`src/rtl/mic_capture_pkg.sv`:
```
// mic_capture_pkg: shared types and constants for the mic capture path.
// Capture states, PCM width, default settle delay, saturating magnitude.
package mic_capture_pkg;

  localparam int PCM_W          = 16;
  localparam int DEF_SAMPLE_DLY = 64;

  typedef enum logic [1:0] {
    ST_IDLE    = 2'd0,
    ST_ARMED   = 2'd1,
    ST_CAPTURE = 2'd2,
    ST_DONE    = 2'd3
  } cap_state_e;

  // -32768 has no positive twin, so it saturates to 32767
  function automatic logic [PCM_W-1:0] sat_abs(
    input logic [PCM_W-1:0] s
  );
    if (s == {1'b1, {(PCM_W-1){1'b0}}})
      return {1'b0, {(PCM_W-1){1'b1}}};
    else if (s[PCM_W-1])
      return -s;
    else
      return s;
  endfunction

endpackage

```
`src/rtl/fs_strobe_sync.sv`:
```
// fs_strobe_sync: syncs fs_i, detects its rising edge and waits a settle
// delay before firing a one-cycle sample event; flags overlapping edges.
module fs_strobe_sync
  import mic_capture_pkg::*;
#(
  parameter int SAMPLE_DLY = DEF_SAMPLE_DLY
) (
  input  logic clk_i,
  input  logic rst_i,
  input  logic fs_i,
  output logic evt_o,
  output logic ovr_o
);

  localparam int CW = $clog2(SAMPLE_DLY + 1);

  logic [1:0]    sync_q;
  logic          fs_d_q;
  logic          pend_q;
  logic [CW-1:0] cnt_q;
  logic          rise;

  assign rise  = sync_q[1] & ~fs_d_q;
  // a fresh edge restarts the wait, so it masks the expiring one
  assign evt_o = pend_q & (cnt_q == '0) & ~rise;
  assign ovr_o = pend_q & rise;

  always_ff @(posedge clk_i) begin
    if (rst_i) begin
      sync_q <= '0;
      fs_d_q <= 1'b0;
      pend_q <= 1'b0;
      cnt_q  <= '0;
    end else begin
      sync_q <= {sync_q[0], fs_i};
      fs_d_q <= sync_q[1];
      if (rise) begin
        pend_q <= 1'b1;
        cnt_q  <= CW'(SAMPLE_DLY);
      end else if (evt_o) begin
        pend_q <= 1'b0;
      end else if (pend_q) begin
        cnt_q  <= cnt_q - CW'(1);
      end
    end
  end

endmodule

```
`src/rtl/mic_capture_ctrl.sv`:
```
// mic_capture_ctrl: start/stop/length-bounded capture of PCM into RAM.
// Define MIC_TRIG_EN for thresh_i and the magnitude trigger in ARMED.
module mic_capture_ctrl
  import mic_capture_pkg::*;
#(
  parameter int ADDR_W     = 14,
  parameter int SAMPLE_DLY = DEF_SAMPLE_DLY
) (
  input  logic              clk_i,
  input  logic              rst_i,
  input  logic              start_i,
  input  logic              stop_i,
  input  logic [ADDR_W:0]   len_i,
`ifdef MIC_TRIG_EN
  input  logic [PCM_W-1:0]  thresh_i,
`endif
  input  logic              fs_i,
  input  logic [PCM_W-1:0]  data_i,
  output logic              mem_we_o,
  output logic [ADDR_W-1:0] mem_addr_o,
  output logic [PCM_W-1:0]  mem_wdata_o,
  output logic              busy_o,
  output logic              done_o,
  output logic [ADDR_W:0]   count_o,
  output logic              ovr_o
);

  localparam logic [ADDR_W:0] DEPTH =
    {1'b1, {ADDR_W{1'b0}}};

  cap_state_e        state_q;
  logic [ADDR_W:0]   len_q;
  logic [ADDR_W:0]   count_q;
  logic [ADDR_W:0]   cnt_nxt;
  logic [ADDR_W:0]   len_eff;
  logic              ovr_q;
  logic              we_q;
  logic [ADDR_W-1:0] addr_q;
  logic [PCM_W-1:0]  wdata_q;
  logic              evt;
  logic              ovr_evt;

  fs_strobe_sync #(
    .SAMPLE_DLY(SAMPLE_DLY)
  ) u_sync (
    .clk_i (clk_i),
    .rst_i (rst_i),
    .fs_i  (fs_i),
    .evt_o (evt),
    .ovr_o (ovr_evt)
  );

  // count trails the write strobe by a cycle; fold it in early
  assign cnt_nxt = count_q + {{ADDR_W{1'b0}}, we_q};
  // oversized lengths clamp to the buffer so nothing is overwritten
  assign len_eff = (len_i == '0 || len_i > DEPTH) ?
                   DEPTH : len_i;

`ifdef MIC_TRIG_EN
  logic trig_hit;
  assign trig_hit = sat_abs(data_i) >= thresh_i;
`endif

  always_ff @(posedge clk_i) begin
    if (rst_i) begin
      state_q <= ST_IDLE;
      len_q   <= '0;
      count_q <= '0;
      ovr_q   <= 1'b0;
      we_q    <= 1'b0;
      addr_q  <= '0;
      wdata_q <= '0;
    end else begin
      we_q    <= 1'b0;
      count_q <= cnt_nxt;
      if (ovr_evt)
        ovr_q <= 1'b1;
      unique case (state_q)
        ST_IDLE: begin
          if (start_i && !stop_i) begin
            state_q <= ST_ARMED;
            len_q   <= len_eff;
            count_q <= '0;
            ovr_q   <= 1'b0;
          end
        end
        ST_ARMED: begin
          if (stop_i) begin
            state_q <= ST_DONE;
          end else begin
`ifdef MIC_TRIG_EN
            if (evt && trig_hit) begin
              state_q <= ST_CAPTURE;
              we_q    <= 1'b1;
              addr_q  <= cnt_nxt[ADDR_W-1:0];
              wdata_q <= data_i;
            end
`else
            state_q <= ST_CAPTURE;
`endif
          end
        end
        ST_CAPTURE: begin
          if (stop_i) begin
            state_q <= ST_DONE;
          end else if (cnt_nxt == len_q) begin
            state_q <= ST_DONE;
          end else if (evt) begin
            we_q    <= 1'b1;
            addr_q  <= cnt_nxt[ADDR_W-1:0];
            wdata_q <= data_i;
          end
        end
        ST_DONE: begin
          if (stop_i) begin
            state_q <= ST_IDLE;
          end else if (start_i) begin
            state_q <= ST_ARMED;
            len_q   <= len_eff;
            count_q <= '0;
            ovr_q   <= 1'b0;
          end
        end
        default: state_q <= ST_IDLE;
      endcase
    end
  end

  assign mem_we_o    = we_q;
  assign mem_addr_o  = addr_q;
  assign mem_wdata_o = wdata_q;
  assign busy_o      = (state_q == ST_ARMED) ||
                       (state_q == ST_CAPTURE);
  assign done_o      = (state_q == ST_DONE);
  assign count_o     = count_q;
  assign ovr_o       = ovr_q;

endmodule

```
`config.mk`:
```
export PLATFORM = sky130hd
export DESIGN_NAME = mic_capture_ctrl
export DESIGN_NICKNAME = d
export VERILOG_FILES = /design/src/rtl/mic_capture_pkg.sv /design/src/rtl/fs_strobe_sync.sv /design/src/rtl/mic_capture_ctrl.sv
export SDC_FILE = /design/constraint.sdc
export NUM_CORES = 1
export LEC_CHECK = 0
export ABC_AREA = 1
export CORE_MARGIN = 4
export CORE_UTILIZATION = 32
export CTS_BUF_LIST = sky130_fd_sc_hd__clkbuf_4
export CTS_CLUSTER_SIZE = 25
export DETAILED_ROUTE_END_ITERATION = 16
export PLACE_DENSITY = 0.63
export SLEW_MARGIN = 30
export SYNTH_ARGS = -nofsm -noshare
export SYNTH_HDL_FRONTEND = slang
export SYNTH_HIERARCHICAL = 1
export SYNTH_SLANG_ARGS = --single-unit
```
`constraint.sdc`:
```
create_clock -name clk_i -period 3.4 [get_ports clk_i]
set_clock_uncertainty 0.2 [all_clocks]
set_input_delay 0.68 -clock clk_i [delete_from_list [all_inputs] [get_ports clk_i]]
set_output_delay 0.68 -clock clk_i [all_outputs]
set_load 0.03 [all_outputs]
```
# --- After elaboration in Yosys (flattened, before gate mapping) ---
# Index checks and enable logic that the tools add are counted.
# Widths: inputs -> output; s select.
word_totals:
  reg_bits: 75
  in_bits: 36
  output_inout_bits: 49
  elab_cells: 79
op_classes:
  n_eq_ne: 10
  n_mux: 27
  reduce_logical: 17
  add_sub_neg: 2
  magnitude_cmp: 1
  bitwise: 10
ops:
  columns: ["op", "count"]
  rows:
  - ["$mux 15", 7]
  - ["$pmux 15 s2", 2]
  - ["$mux 7", 3]
  - ["$add 15x1->15", 1]
  - ["$eq 15x15->1", 1]
  - ["$gt 15x15->1 const B", 1]
  - ["$logic_not 15->1", 1]
  - ["$mux 2", 5]
  - ["$mux 1", 8]
  - ["$pmux 2 s4", 1]
  - ["$reduce_and 4->1", 2]
  - ["$logic_not 7->1", 1]
  - ["$sub 7x1->7 const B", 1]
  - ["$ne 2x2->1 const B", 3]
  - ["$ne 3x3->1 const B", 2]
  - ["$not 1->1", 6]
  - ["$reduce_bool 2->1", 3]
  - ["$and 1x1->1", 4]
  - ["$eq 2x2->1 const B", 2]
  - ["$reduce_and 2->1", 2]
  - ["$reduce_or 4->1", 1]
  - ["$reduce_and 3->1", 1]
  - ["$eq 2x1->1 const B", 1]
  - ["$logic_not 2->1", 1]
  - ["other kinds (6)", 7]

# --- Depth between registers and ports, before layout ---
depth:
  depth_word: 7
  depth_mapped: 19

# --- By module ---
# Netlist, hierarchy kept.
modules_own_cells:
  columns: ["module", "instances", "seq_area_each_um2", "area_per_inst_um2", "cells_per_inst"]
  rows:
  - ["mic_capture_ctrl", 1, 1281.2, 3228.1, 499]
  - ["fs_strobe_sync", 1, 220.2, 571.8, 79]

# --- Worst setup path after synthesis ---
# Ideal clock, no wire load.
synth_path:
  path_type: "reg2reg"
  from: "register count_q[0] (netlist: count_o[0])"
  to: "register addr_q[0] (netlist: mem_addr_o[0])"
  setup_ns: 0.113
  arrival_time_ns: 2.350
  slack_ns: 0.737
  n_path_buf: 2
  path_stages_with_launch: 18
  cell_sequence: "dfxtp_1 -> ha_1 -> ha_1 -> nand2_1 -> nor2_2 -> nand2_2 -> o21bai_1 -> nand2_1 -> nand2_1 -> nand2_1 -> nor2_1 -> nand3_2 -> nand3_2 -> buf_6 -> buf_6 -> nand2_1 -> nand2_1 -> nor2_1"
synth_between:
  elab_chain_len: 4
synth_rtl:
  columns: ["element", "line_no", "source"]
  rows:
  - ["from (decl)", "mic_capture_ctrl.sv:33", "logic [ADDR_W:0] count_q;"]
  - ["from (signal assigned)", "mic_capture_ctrl.sv:75", "count_q <= cnt_nxt;"]
  - ["$add 15x1->15 *", "mic_capture_ctrl.sv:54", "assign cnt_nxt = count_q + {{ADDR_W{1'b0}}, we_q};"]
  - ["$eq 15x15->1", "mic_capture_ctrl.sv:106", "end else if (cnt_nxt == len_q) begin"]
  - ["$not 1->1 (no source line)", null, null]
  - ["$reduce_and 4->1 (no source line)", null, null]
  - ["to (signal assigned)", "mic_capture_ctrl.sv:110", "addr_q <= cnt_nxt[ADDR_W-1:0];"]
  - ["to (decl)", "mic_capture_ctrl.sv:38", "logic [ADDR_W-1:0] addr_q;"]
# Mark *: on every way between the ends. The rest lies on a longest branch, timed or not.
# A chain may end at the register's enable or synchronous reset.

# --- Worst setup path after layout ---
layout_path:
  from: "register state_q[1]"
  to: "output port busy_o"
layout_between:
  elab_chain_len: 2
  elab_cells_between_ends: 3
  cone_classes: "eq/ne (2); reduce/logical (1)"
layout_rtl:
  columns: ["element", "line_no", "source"]
  rows:
  - ["from (decl)", "mic_capture_ctrl.sv:31", "cap_state_e state_q;"]
  - ["from (signal assigned)", "mic_capture_ctrl.sv:66", "state_q <= ST_IDLE;"]
  - ["from (signal assigned)", "mic_capture_ctrl.sv:81", "state_q <= ST_ARMED;"]
  - ["from (signal assigned)", "mic_capture_ctrl.sv:89", "state_q <= ST_DONE;"]
  - ["$eq 2x1->1 or $eq 2x2->1 (tied branches)", "mic_capture_ctrl.sv:132, mic_capture_ctrl.sv:133", null]
  - ["$logic_or 1x1->1 *", "mic_capture_ctrl.sv:132", "assign busy_o = (state_q == ST_ARMED) ||"]
  - ["to (decl)", "mic_capture_ctrl.sv:22", "output logic busy_o,"]
# Marks and branches as above.

==> out/metrics.cfg <==
[placed_design]
gp_congestion = 0.842
place_inst = 795
dp_hpwl_um = 7320
pre_cts_ws_ns = 0.637
io_buffers = 84

[worst_setup_path]
crit_slowest_cell = clkdlybuf4s50_1
r2r_cells = 18
critical_path_class = register to output pin
r2r_end = mem_wdata_o[15]
rr_startpoint = mem_we_o
start_kind = register
worstPathCellList = inv_1, ha_1, clkdlybuf4s50_1
rrSetupSlack_ns = 0.63
cp-startpoint = state_q[1]
slowest_delay_ns = 0.69
critical_path_arrival_ns = 1.91
crit_fanout = 4
end_kind = output pin
crit_path_end = busy_o
crit_required_ns = 2.52

[worst_hold_path]
hp-class = register to register
holdCritStartpoint = u_sync/sync_q[0]

[synth]
synth_top_family_by_area = simple AND/OR/NAND/NOR gates
synth-xor-area-share_pct = 2.47
synthArstFlopShare_pct = 0
postSynthCellCount = 578
synthMuxAreaShare_pct = 0
synth_ff_type = dfxtp_1
synth_top_area_share_pct = 39.5
ys_warn_count = 6
synth_fp_nets = 622
synth_compound_area_share_pct = 7.05
avgSynthCellArea_um2 = 6.57
seq_area_frac_synth_pct = 39.5
yosysTopAreaCell = dfxtp_1
netlist_area_mm2 = 0.00380
yosysMostFrequentCell = nand2_1
synth_edf_count = 0
synth.distinct_cells = 31
synthTopCellsByArea = dfxtp_1 40%, nand2_1 16%, nor2_1 11%
synth-adder-area-share_pct = 2.63
synth_common_cells = 166 x nand2_1, 111 x nor2_1, 82 x inv_1
ys_ff_latch = 75
synthSimpleGateAreaFrac_pct = 37.2

[clock_network]
postCtsSetupRepairBufs = 0
cts_buffers = 9
clkLatencyLatePin_ns = 0.41
clock_path_buffers = 2
cts_tree = built
htree_levels = 3
cts_hold_buf = 0
cts_resized = 0
clk_pin_slew_ns = 0.12
cts.sinks = 75
clockRootBuffer = clkbuf_4

[route]
ant_nets = 0
vias = 3580
wl_met1_um = 4530
drc = 0
wl_met3_um = 578
wire_per_inst_um = 11.7
wl_um = 9510
dr.pass1.iters = 4
drt_iter0_drc = 236
wl_met2_um = 4180
vias_per_cell = 4.41
highest_layer = met4

[pwr]
p_clk_share_pct = 26.2
seq_power_share_pct = 49.0
switching_share_pct = 32.3
pwr-share-comb_pct = 24.8
power_mw = 2.00
p_switching_uw = 647
irDropWorstVdd_mv = 0.154
powerDensity_mw_per_mm2 = 408
p_leak_nw = 2.22
p_int_mw = 1.35

[timing]
grt_setup_unrepaired = no
setup_viol = 0
slew_headroom_pct = 66.8
period_needed_ns = 2.79
slew_viol_final = 0
fin_ws_ns = 0.607
period_share_pct = 82.1
hold_viol_final = 0
finalSetupTns_ns = 0
fmax_mhz = 358
worst_pin_slew_ns = 0.493

[finish]
nNetsFinal = 707
area_growth_pct = 29.1
stdcell_count = 811
drive_above_1_share_pct = 5.85

[die]
die_w_um = 117
initial_core_util_pct = 33.0
pin_count = 85
die-area_mm2 = 0.0137
rows = 39
core_mm2 = 0.0115
die_y_um = 117

[global_routing]
grt_pass1_wl_um = 15600
overflow = 0
grt_max_degree = 57
antenna_found_initial = 0
grt.total_usage_pct = 14.3
grt_pass1_vias = 3431

[status]
outcome = finished, final reports clean

[run]
max_cap_violations = 0

-- power groups by stage --
stage                     Combinational [mW]  Clock (mW)  Sequential (mW)
after global routing                   0.558       0.592            0.989
after global placement                 0.485           0            0.997
final                                  0.496       0.524            0.980
after floorplan                        0.330           0            0.996
after detailed placement               0.497           0             1.00
after CTS                              0.500       0.546            0.980
-- routing by layer --
| metal | GRT usage (%) | vias to the layer above |
|---|---|---|
| met5 | 0 | - |
| met1 | 18.7 | 1527 |
| met2 | 23.2 | 104 |
| met3 | 2.83 | 14 |
| met4 | 5.50 | 0 |
| li1 | - | 1935 |
-- metrics by stage --
stage | area (um^2) | utilization (%) | hold slack (ns)
finish | 4910 | 42.6 | 0.223
global route | 4900 | 42.6 | 0.238
detailed placement | 4780 | 41.5 | 0.198
floorplan | 3800 | - | 0.188
CTS | 4900 | 42.6 | 0.220
global placement | 4780 | 41.5 | 0.190
-- layout by cell type (no fill, tap or decap), types with 2 or more instances in the layout --
master / netlist / final
nor2_2: 5 / 5
nand3_2: 3 / 3
dfxtp_1: 75 / 75
o21ai_0: 16 / 16
clkbuf_4: 0 / 9
nand3_1: 20 / 20
xor2_1: 8 / 8
buf_4: 0 / 5
nand2_1: 166 / 166
a21oi_1: 29 / 29
clkdlybuf4s50_1: 0 / 84
nand2_4: 2 / 2
nor2_4: 2 / 2
nand2_2: 2 / 2
nor2_1: 111 / 111
inv_1: 82 / 82
nand4_1: 12 / 12
nand3b_1: 6 / 6
clkinv_1: 3 / 3
ha_1: 8 / 8
clkinv_2: 0 / 4
o21bai_1: 2 / 2
-- cells by family after synthesis --
group | count (synthesis)
xor gates and xnor gates | 9
DFF | 75
adders and majority gates | 8
buffers and inverters | 102
and+or+nand+nor | 334
AOI/OAI and AO/OA | 50
-- area by class of cell --
type,instances,area (um^2)
tap,143,179
fill,1245,6610
sequential,75,1500
multi-input combinational,401,1880
clock buffer,9,67.6
clock inverter,6,57.6
inverter,86,323
antenna,1,2.50
timing repair buffer,90,898
-- how the worst min path moves through the flow --
stage | to | cells after the start | slack [ns]
after floorplan | u_sync/sync_q[1] | 2 | 0.19
after global placement | u_sync/sync_q[1] | 2 | 0.19
after detailed placement | u_sync/sync_q[1] | 2 | 0.20
after CTS | u_sync/sync_q[1] | 2 | 0.22
after global routing | u_sync/sync_q[1] | 2 | 0.24
final | u_sync/sync_q[1] | 2 | 0.22
-- critical path, delay by kind of cell, from the launching register on --
family | cells | cell delay [ns]
adder cells (fa/ha/maj) | 1 | 0.33
flip-flops | 1 | 0.41
buffers and inverters | 2 | 0.78
-- flip-flops by register name, indices dropped and copies added, names as in the netlist --
name / cells
u_sync/fs_d_q: 1
u_sync/pend_q: 1
len_q: 15
count_o: 15
mem_we_o: 1
u_sync/cnt_q: 7
ovr_o: 1
mem_wdata_o: 16
u_sync/sync_q: 2
state_q: 2
mem_addr_o: 14
(Power assumes the default switching activity.)
